$ cat src/rtl/sp_ram_arbiter.sv
// Two-master request/grant arbiter in front of a single-port SRAM with a one-cycle read latency.
// Steers the winning master onto the SRAM, routes the response back one cycle later, counts conflicts.
module sp_ram_arbiter #(
  parameter int unsigned ADDR_WIDTH = 17,
  parameter bit          RR_ENABLE  = 1'b1,
  parameter int unsigned CNT_WIDTH  = 16
) (
  input  logic                  clk_i,
  input  logic                  rst_i,

  input  logic                  p0_req_i,
  output logic                  p0_gnt_o,
  input  logic [ADDR_WIDTH-1:0] p0_addr_i,
  input  logic                  p0_we_i,
  input  logic [3:0]            p0_be_i,
  input  logic [31:0]           p0_wdata_i,
  output logic                  p0_rvalid_o,
  output logic [31:0]           p0_rdata_o,

  input  logic                  p1_req_i,
  output logic                  p1_gnt_o,
  input  logic [ADDR_WIDTH-1:0] p1_addr_i,
  input  logic                  p1_we_i,
  input  logic [3:0]            p1_be_i,
  input  logic [31:0]           p1_wdata_i,
  output logic                  p1_rvalid_o,
  output logic [31:0]           p1_rdata_o,

  output logic                  ram_en_o,
  output logic [ADDR_WIDTH-1:0] ram_addr_o,
  output logic                  ram_we_o,
  output logic [3:0]            ram_be_o,
  output logic [31:0]           ram_wdata_o,
  input  logic [31:0]           ram_rdata_i,

  input  logic                  cnt_clr_i,
  output logic [CNT_WIDTH-1:0]  conflict_cnt_o
);

  typedef struct packed {
    logic valid;
    logic id;
  } owner_t;

  localparam logic [CNT_WIDTH-1:0] CNT_ONE = 1;

  logic                 last_q;   // id of the most recently granted port
  owner_t               owner_q;
  logic [CNT_WIDTH-1:0] cnt_q;

  logic both_req;
  logic any_req;
  logic sel_p1;

  // NOTE: every signal driven from always_comb gets a default first, so no path can infer a latch.
  always_comb begin
    both_req = p0_req_i & p1_req_i;
    any_req  = p0_req_i | p1_req_i;
    sel_p1   = p1_req_i;
    if (both_req) begin
      sel_p1 = RR_ENABLE ? ~last_q : 1'b0;
    end
  end

  assign p0_gnt_o = any_req & ~sel_p1;
  assign p1_gnt_o = any_req &  sel_p1;
  assign ram_en_o = p0_gnt_o | p1_gnt_o;

  // Idle cycles drive zeros so the SRAM pins do not toggle with ungranted masters.
  always_comb begin
    ram_addr_o  = '0;
    ram_we_o    = 1'b0;
    ram_be_o    = '0;
    ram_wdata_o = '0;
    if (p0_gnt_o) begin
      ram_addr_o  = p0_addr_i;
      ram_we_o    = p0_we_i;
      ram_be_o    = p0_be_i;
      ram_wdata_o = p0_wdata_i;
    end else if (p1_gnt_o) begin
      ram_addr_o  = p1_addr_i;
      ram_we_o    = p1_we_i;
      ram_be_o    = p1_be_i;
      ram_wdata_o = p1_wdata_i;
    end
  end

  // NOTE: state registers use non-blocking assignments so every flop samples pre-edge values.
  always_ff @(posedge clk_i or posedge rst_i) begin
    if (rst_i) begin
      last_q  <= 1'b1;
      owner_q <= '0;
    end else begin
      owner_q.valid <= any_req;
      owner_q.id    <= sel_p1;
      if (any_req) begin
        last_q <= sel_p1;
      end
    end
  end

  always_ff @(posedge clk_i or posedge rst_i) begin
    if (rst_i) begin
      cnt_q <= '0;
    end else if (cnt_clr_i) begin
      cnt_q <= '0;
    end else if (both_req && !(&cnt_q)) begin
      cnt_q <= cnt_q + CNT_ONE;
    end
  end

  assign conflict_cnt_o = cnt_q;

  // Responses follow the owner recorded at grant time; writes get an rvalid too.
  assign p0_rvalid_o = owner_q.valid & ~owner_q.id;
  assign p1_rvalid_o = owner_q.valid &  owner_q.id;
  assign p0_rdata_o  = p0_rvalid_o ? ram_rdata_i : '0;
  assign p1_rdata_o  = p1_rvalid_o ? ram_rdata_i : '0;

endmodule

$ cat config.mk
export PLATFORM = sky130hd
export DESIGN_NAME = sp_ram_arbiter
export DESIGN_NICKNAME = d
export VERILOG_FILES = /design/src/rtl/sp_ram_arbiter.sv
export SDC_FILE = /design/constraint.sdc
export NUM_CORES = 1
export LEC_CHECK = 0
export ABC_CLOCK_PERIOD_IN_PS = 1900
export BUFFER_PORTS_ARGS = -buffer_cell sky130_fd_sc_hd__buf_2
export CORE_AREA = 5 5 107 109
export CTS_CLUSTER_DIAMETER = 200
export DETAILED_ROUTE_END_ITERATION = 7
export DIE_AREA = 0 0 112 114
export HOLD_SLACK_MARGIN = 0.1
export PLACE_DENSITY = 0.66
export SLEW_MARGIN = 40
export SYNTH_ARGS = -nofsm -noshare
export SYNTH_HDL_FRONTEND = slang
export SYNTH_SLANG_ARGS = --single-unit
export TNS_END_PERCENT = 10
$ cat constraint.sdc
create_clock -name clk_i -period 1.9 [get_ports clk_i]
set_input_delay 0.095 -clock clk_i [delete_from_list [all_inputs] [get_ports clk_i]]
set_output_delay 0.095 -clock clk_i [all_outputs]
set_load 0.01 [all_outputs]
Yosys cells after proc, flatten, opt, wreduce, memory -nomap -nowiden

Index checks and enable logic that the tools add are counted.

Input port bits: 145
Output and inout bits: 139
Word-level logic and storage cells: 32
Bits in registers: 19

Bitwise logic cells: 10
$add $sub $neg: 1
Reduce and logical (&&, ||, !) cells: 4
Mux-type cells: 13

Operators by type and width:

| operator                                                         | count |
|---|---|
| 32-bit 2-to-1 mux                                                | 4 |
| 17-bit 2-to-1 mux                                                | 2 |
| 16-bit 2-to-1 mux                                                | 2 |
| 16-bit by 1-bit adder with 16-bit output (second input constant) | 1 |
| 16-bit AND reduction                                             | 1 |
| 4-bit 2-to-1 mux                                                 | 2 |
| 1-bit bitwise AND                                                | 5 |
| 1-bit 2-to-1 mux                                                 | 3 |
| 1-bit inverter                                                   | 3 |
| 1-bit bitwise OR                                                 | 2 |
| 2-bit nonzero test                                               | 1 |
| 1-bit logical AND                                                | 1 |
| 1-bit logical NOT                                                | 1 |

Longest topological paths before layout

Gate-level depths: netlist (run 1).

Word-level depth: 5
Mapped depth: 5
Depth with buffers taken out: 5

Worst setup path after synthesis (run 1)

Ideal clock, no wire load.

Path kind: register to register
Start point: register cnt_q[0] (netlist: conflict_cnt_o[0])
End point: register cnt_q[1] (netlist: conflict_cnt_o[1])
Arrival: 1.655 ns
Path buffers: 0
Period minus slack after synthesis: 1.787 ns
Data required time: 1.768 ns
Slack: 0.113 ns
Library setup time: 0.132 ns
Stages on the path, launching flop included: 6
Path through: dfrtp_1 ha_1 nand4_1 o41ai_4 mux2i_1 nor2_1

Longest elaborated chain between the ends: 4
Elaborated cells between the ends (all ways): 7
Classes of those cells: add/sub (1); mux (2); reduce/logical (4)

RTL lines:

| element                                                                                          | line | RTL |
|---|---|---|
| start, declared                                                                                  | 49   | `logic [CNT_WIDTH-1:0] cnt_q;` |
| start signal, assigned                                                                           | 108  | `cnt_q <= cnt_q + CNT_ONE;` |
| parallel branches: the longest is 4 deep, another holds 16-bit by 1-bit adder with 16-bit output | -    |  |

Several ways; the timed one is not identified. The select of a mux whose other input is x is not followed.
A chain may end at the register's enable or synchronous reset.

Worst setup path after layout (run 1)

Start point: register last_q
End point: output port ram_wdata_o[25]

Longest elaborated chain between the ends: 5
Elaborated cells between the ends (all ways): 7
Classes of those cells: mux (3); bitwise (4)

RTL lines:

| element                                                | line   | RTL |
|---|---|---|
| start, declared                                        | 47     | `logic last_q;` |
| start signal, assigned                                 | 97     | `last_q <= sel_p1;` |
| 1-bit inverter *                                       | 61     | `sel_p1 = RR_ENABLE ? ~last_q : 1'b0;` |
| 1-bit 2-to-1 mux *                                     | 60     | `if (both_req) begin` |
| 1-bit bitwise AND or 1-bit inverter (tied branches)    | 66, 65 |  |
| 32-bit 2-to-1 mux or 1-bit bitwise AND (tied branches) | 80, 65 |  |
| 32-bit 2-to-1 mux *                                    | 75     | `if (p0_gnt_o) begin` |
| end, declared                                          | 33     | `output logic [31:0] ram_wdata_o,` |

Every way passes the cells marked *; elsewhere a longest branch is shown, timed or not.

==> results.md, run 1 <==
- Synth Flop Type: dfrtp_1
- Mapped Cells: 359
- Port bufs: 283
- Final worst path period need: 1.84 ns
- Layout Utilization: 37.7%
- Fraction of layout cells with a size suffix above 1: 49.6%
- Nets: 786
- Die W: 112 um
- Distinct cell type count after synthesis: 39
- All-Layer GR Usage: 15.5%
- Worst setup margin: 0.0590 ns
- Clock H-tree levels: 1
- Number of CTS-inserted buffers: 3
- Area grow syn2layout: 79.3%
- Post-CTS resize count: 0
- Slew headroom: 71.4%
- Status: complete, no violations
- CTS clk-pin slew, worst paths: 0.08 ns
- CP top delay family: flip-flops
- Worst hold path startpoint: p1_req_i
- Post-synth EDFFs: 0
- Required time worst endpoint: 1.80 ns
- Final Max Slew Viols: 0
- CP max-delay cell: dfstp_2
- Final Hold Vio Count: 0
- 1st-iter DRT viols: 180
- CTS root buf: clkbuf_8
- CP arrival: 1.75 ns
- Pre-CTS WS: 0.185 ns
- GP Congestion: 0.811
- Hold crit path type: in2reg
- Crit path cell chain: a21boi_4, buf_12, buf_12, o21ai_0, buf_2
- WS Path Type: reg2out
- CP Capture Type: output pin
- Most frequent cell after synthesis: nand2_1
- TritonCTS clock tree: yes
- CTS max path bufs: 2
- Post-synthesis cell area: 2210 um2
- Worst vdd ir: 0.000256 V
- Max FO, Critical Path: 59
- Total wire length: 11,100 um
- Reg-to-reg critical path startpoint: conflict_cnt_o[0]
- Worst-Skew Late Latency: 0.26 ns
- Post-synthesis sequential area ratio: 21.6%
- Critical path launch point type: flip-flop
- CP bufs+invs: 3
- Power Dens Cells: 406 nW/um2
- Die area: 12,800 um2
- DR WL/cell: 14.3 um
- Antenna Nets Post-Route: 0
- Overflow after GRT: 0
- Slowest stage delay, CP: 0.58 ns
- Initial Util: 21.0%
- YS warnings: 0
- Fin crit share: 96.9%
- Final hold slack: 0.109 ns
- Worst-Margin Slew: 0.429 ns
- Post-route setup TNS: 0 ns
- Average size of a mapped cell: 6.15 um2
- HPWL Detailed: 9300 um
- RSZ-0062 raised after global routing: false
- Top post-synthesis cells by count: nand2_1, o21ai_0, and2_1
- Antenna Cells: 0
- CTS Sinks: 19
- Die Ht: 114 um
- Antenna violations before repair: 0
- I/O pins: 284
- Core area: 10,500 um2
- Largest net degree at the start of global routing: 60
- Top cell type's share of synthesized area: 20.4%
- Synth area leader: dfrtp_1
- Maxcap violations: 0
- First-pass GRT wire length: 16,500 um
- Leak Pwr: 2.39 nW
- Vias in the first global route: 3,196
- Fillcell total: 1,175
- Vias: 3,451
- Vias/cell: 4.43
- First-pass DRT Iterations: 4
- Post-synthesis async set-or-reset flop share: 100%
- Synth area leaders: dfrtp_1, nand2_1, o21ai_0, and2_1, and3_1
- Residual DRC: 0
- Top cell by count, worst path: buf_12
- Row count: 38
- FMAX: 0.543 GHz
- Clock skew: 0.00832 ns
- Power Total: 1.61 mW
- Syn_nets: 505
- Yosys reg bits: 19
- Crit path from: last_q
- Final Setup Violations: 0
## metrics by stage
stage	area (um2)	instances
2_1_floorplan	2210	359
3_3_place_gp	3850	769
3_5_place_dp	3850	769
4_1_cts	3920	775
5_1_grt	3960	779
6_report	3960	779
## worst register-to-register path: stages, from the launching register on
cell,delay (ns)
dfrtp_1,0.43
ha_1,0.25
nand4_1,0.15
o41ai_4,0.10
buf_4,0.17
or4_1,0.40
a21oi_1,0.15
## registers in the layout, summed over array words and instances (netlist names)
signal / count
last_q: 1
conflict_cnt_o: 16
owner_q: 2
## metal layers
metal / part of all wire [%] / track usage, % / vias to the layer above / wire, um
met5: 0 / 0 / - / 0
met4: 0.75 / 2.40 / 0 / 83
met3: 12 / 4.56 / 6 / 1280
met2: 48 / 27.6 / 190 / 5370
met1: 39 / 19.0 / 1476 / 4380
li1: - / - / 1779 / -
## report_power, final
group	total, mW	switching [mW]	internal [mW]
combinational	0.891	0.488	0.403
sequential	0.425	0.00973	0.415
clock	0.291	0.145	0.146
## what timing repair did
action / CTS / global route
hold buffers: 2 / 0
buffers inserted: 0 / 4
hold endpoints to repair: 19 / 0
setup endpoints to repair: 0 / 24
## cell type report
cell class | instances | area, um2 | area share (%)
Clock buffer | 3 | 41.3 | 1.04
Clock inverter | 1 | 5.00 | 0.126
Inverter | 4 | 15.0 | 0.379
Multi-Input combinational cell | 306 | 1610 | 40.8
Sequential cell | 19 | 477 | 12.0
Tap cell | 140 | 175 | 4.43
Timing Repair Buffer | 306 | 1630 | 41.2
## placed cells by master, fill, tap and decap left out, types with 5 or more instances in the layout
cell type | netlist | routed
and2_1 | 34 | 34
a21oi_1 | 12 | 12
buf_2 | 1 | 283
nand3_1 | 5 | 5
and3_1 | 33 | 33
o21ai_0 | 56 | 56
nand2_1 | 112 | 112
nor2_1 | 8 | 8
buf_4 | 0 | 18
dfrtp_1 | 18 | 18
## final timing paths
path	to	slack [ns]	cells past startpoint
max in group asynchronous	last_q	1.19	3
min in group asynchronous	conflict_cnt_o[6]	0.38	3
worst min-delay path	last_q	0.11	3
worst max-delay path	ram_wdata_o[25]	0.06	5
worst min register to register	last_q	0.54	2
worst max register to register	conflict_cnt_o[6]	0.19	6
## logic make-up (layout without fill, tap and decap cells)
family	Yosys count	after routing	synth area share, %
xor gates and xnor gates	1	1	0.397
AOI/OAI and AO/OA	82	82	21.1
muxes	3	3	1.42
and+or+nand+nor	219	219	49.0
buffers and inverters	34	314	5.84
DFF	19	19	21.6
adders and majority gates	1	1	0.567
Note: power is estimated with default switching activity, not from simulation.
==> run 2: changes to the inputs <==
--- a/config.mk
+++ b/config.mk
@@ -5,14 +5,15 @@
 export SDC_FILE = /design/constraint.sdc
 export NUM_CORES = 1
 export LEC_CHECK = 0
-export ABC_CLOCK_PERIOD_IN_PS = 1900
+export ABC_AREA = 0
+export ABC_CLOCK_PERIOD_IN_PS = 1520
 export BUFFER_PORTS_ARGS = -buffer_cell sky130_fd_sc_hd__buf_2
-export CORE_AREA = 5 5 107 109
+export CORE_AREA = 5 5 108 110
 export CTS_CLUSTER_DIAMETER = 200
 export DETAILED_ROUTE_END_ITERATION = 7
-export DIE_AREA = 0 0 112 114
+export DIE_AREA = 0 0 113 115
 export HOLD_SLACK_MARGIN = 0.1
-export PLACE_DENSITY = 0.66
+export PLACE_DENSITY = 0.67
 export SLEW_MARGIN = 40
 export SYNTH_ARGS = -nofsm -noshare
 export SYNTH_HDL_FRONTEND = slang
==> constraint.sdc (replaced) <==
create_clock -name clk_i -period 1.52 [get_ports clk_i]
set_input_delay 0.076 -clock clk_i [delete_from_list [all_inputs] [get_ports clk_i]]
set_output_delay 0.076 -clock clk_i [all_outputs]
set_load 0.01 [all_outputs]
==> results.md, run 2 (synthesized netlist as in run 1, its figures left out) <==
- Required time worst endpoint: 1.44 ns (was 1.80 ns)
- Largest register FFs: 16 (unchanged)
- Sw Share: 38.5% (was 40.0%)
- CTS clk-pin slew, worst paths: 0.07 ns (was 0.08 ns)
- Layout Utilization: 42.2% (was 37.7%)
- Die area: 13,000 um2 (was 12,800 um2)
- Clock share of power: 16.1% (was 18.1%)
- Final Setup Violations: 52 (was 0)
- Worst-Skew Late Latency: 0.26 ns (about the same)
- DR WL/cell: 14.1 um (was 14.3 um)
- CTS Sinks: 19 (unchanged)
- Crit path cell chain: a21boi_4, buf_4, clkbuf_16, o21ai_2, buf_2 (was a21boi_4, buf_12, buf_12, o21ai_0, buf_2)
- FMAX: 0.617 GHz
- CP max-delay cell: dfstp_2 (unchanged)
- Port bufs: 283 (unchanged)
- Most frequent cells in the layout: buf_2, nand2_1, and2_1, and3_1, buf_4 (was buf_2, nand2_1, o21ai_0, and2_1, and3_1)
- First-pass DRT Iterations: 4 (unchanged)
- CP arrival: 1.54 ns (was 1.75 ns)
- Maxcap violations: 0 (unchanged)
- Row count: 38 (unchanged)
- Pint: 1.36 mW (was 0.964 mW)
- CP Capture Type: output pin (unchanged)
- Violated checks: negative setup slack
- Core area: 10,600 um2 (was 10,500 um2)
- Power Dens Cells: 493 nW/um2 (was 406 nW/um2)
- CP top delay family: flip-flops (unchanged)
- Nets: 814 (was 786)
- Max FO, Critical Path: 6 (was 59)
- Number of CTS-inserted buffers: 3 (unchanged)
- Hold crit path type: in2reg (unchanged)
- Commonest non-fill, non-tap cell in the layout: buf_2 (unchanged)
- TritonCTS clock tree: yes (unchanged)
- Status: finished, violations left (was complete, no violations)
- I/O pins: 284 (unchanged)
- Critical path launch point type: flip-flop (unchanged)
- Slew headroom: 67.4% (was 71.4%)
- Post-route setup TNS: -2.41 ns (was 0 ns)
- Final worst path period need: 1.62 ns
- Sw power: 0.850 mW (was 0.643 mW)
- CTS root buf: clkbuf_8 (unchanged)
- Overflow after GRT: 0 (unchanged)
- Antenna Cells: 0 (unchanged)
- First-pass GRT wire length: 16,100 um (was 16,500 um)
- Clock H-tree levels: 1 (unchanged)
- Largest net degree at the start of global routing: 45 (was 60)
- Dpl cell area: 4020 um2 (was 3850 um2)
- Worst-Margin Slew: 0.488 ns (was 0.429 ns)
- Die W: 113 um (was 112 um)
- All-Layer GR Usage: 14.7% (was 15.5%)
- Flop pwr share: 23.9% (was 26.5%)
- GP Congestion: 0.788 (was 0.811)
- Slowest stage delay, CP: 0.56 ns (was 0.58 ns)
- Power Total: 2.21 mW (was 1.61 mW)
- Vias/cell: 4.53 (was 4.43)
- Final Hold Vio Count: 0 (unchanged)
- Leak Pwr: 2.65 nW (was 2.39 nW)
- 1st-iter DRT viols: 109 (was 180)
- Area grow syn2layout: 103% (was 79.3%)
- Clock skew: 0.00238 ns (was 0.00832 ns)
- Die Ht: 115 um (was 114 um)
- Residual DRC: 0 (unchanged)
- Worst vdd ir: 0.000246 V (was 0.000256 V)
- Vias: 3,652 (was 3,451)
- Antenna Nets Post-Route: 0 (unchanged)
- CTS max path bufs: 2 (unchanged)
- Antenna violations before repair: 1 (was 0)
- Initial Util: 20.8% (was 21.0%)
- Worst setup margin: -0.0998 ns (was 0.0590 ns)
- WS Path Type: reg2out (unchanged)
- HPWL Detailed: 8850 um (was 9300 um)
- Comb power frac: 60.0% (was 55.4%)
- Fraction of layout cells with a size suffix above 1: 55.8% (was 49.6%)
- Vias in the first global route: 3,392 (was 3,196)
- Fin crit share: 107%
- CP bufs+invs: 3 (unchanged)
- RSZ-0062 raised after global routing: true (was false)
- Final Max Slew Viols: 0 (unchanged)
- Design area: 4480 um2 (was 3960 um2)
- Total wire length: 11,400 um (was 11,100 um)
- Pre-CTS WS: -0.0785 ns (was 0.185 ns)
## run 2: per-layer routing
layer | GRT usage, % | vias up | part of all wire (%)
met5 | 0 | - | 0.062
met4 | 3.69 | 2 | 2.0
met3 | 4.63 | 21 | 11
met2 | 25.8 | 195 | 49
met1 | 17.4 | 1595 | 38
li1 | - | 1839 | -
## run 2: what timing repair did
action / in CTS / in global routing
hold buffers: 3 / 0
hold endpoints to repair: 11 / 0
buffers inserted: 2 / 3
cloned: 1 / 6
pin swaps: 7 / 16
setup endpoints to repair: 56 / 69
gates resized for setup: 25 / 62
## run 2: final timing paths
kind | cells after the start | startpoint | slack (ns) | endpoint
setup / recovery | 5 | last_q | -0.1 | ram_be_o[2]
min in group asynchronous | 3 | rst_i | 0.40 | conflict_cnt_o[13]
hold reg to reg | 2 | conflict_cnt_o[7] | 0.61 | conflict_cnt_o[7]
max in group asynchronous | 4 | rst_i | 0.62 | conflict_cnt_o[6]
setup reg to reg | 5 | conflict_cnt_o[11] | -0.06 | conflict_cnt_o[1]
hold / removal | 2 | cnt_clr_i | 0.22 | conflict_cnt_o[0]
## run 2: power by group through the flow
stage / logic, mW / registers (mW) / clock network, mW
2_1_floorplan: 0.509 / 0.542 / 0
3_3_place_gp: 1.11 / 0.540 / 0
3_5_place_dp: 1.11 / 0.540 / 0
4_1_cts: 1.17 / 0.528 / 0.363
5_1_grt: 1.45 / 0.529 / 0.389
6_report: 1.32 / 0.528 / 0.355
## run 2: layout make-up
class	instances	area [um2]
Clock buffer	4	45.0
Fill cell	1120	6120
Tap cell	140	175
Inverter	4	15.0
Sequential cell	19	478
Timing Repair Buffer	334	2030
Multi-Input combinational cell	306	1740
## run 2: per-stage QoR
| step | cells | hold slack [ns] |
|---|---|---|
| after floorplan | 359 | 0.0263 |
| after global placement | 788 | 0.109 |
| after detailed placement | 788 | 0.132 |
| after CTS | 798 | 0.203 |
| after global routing | 807 | 0.210 |
| final | 807 | 0.216 |
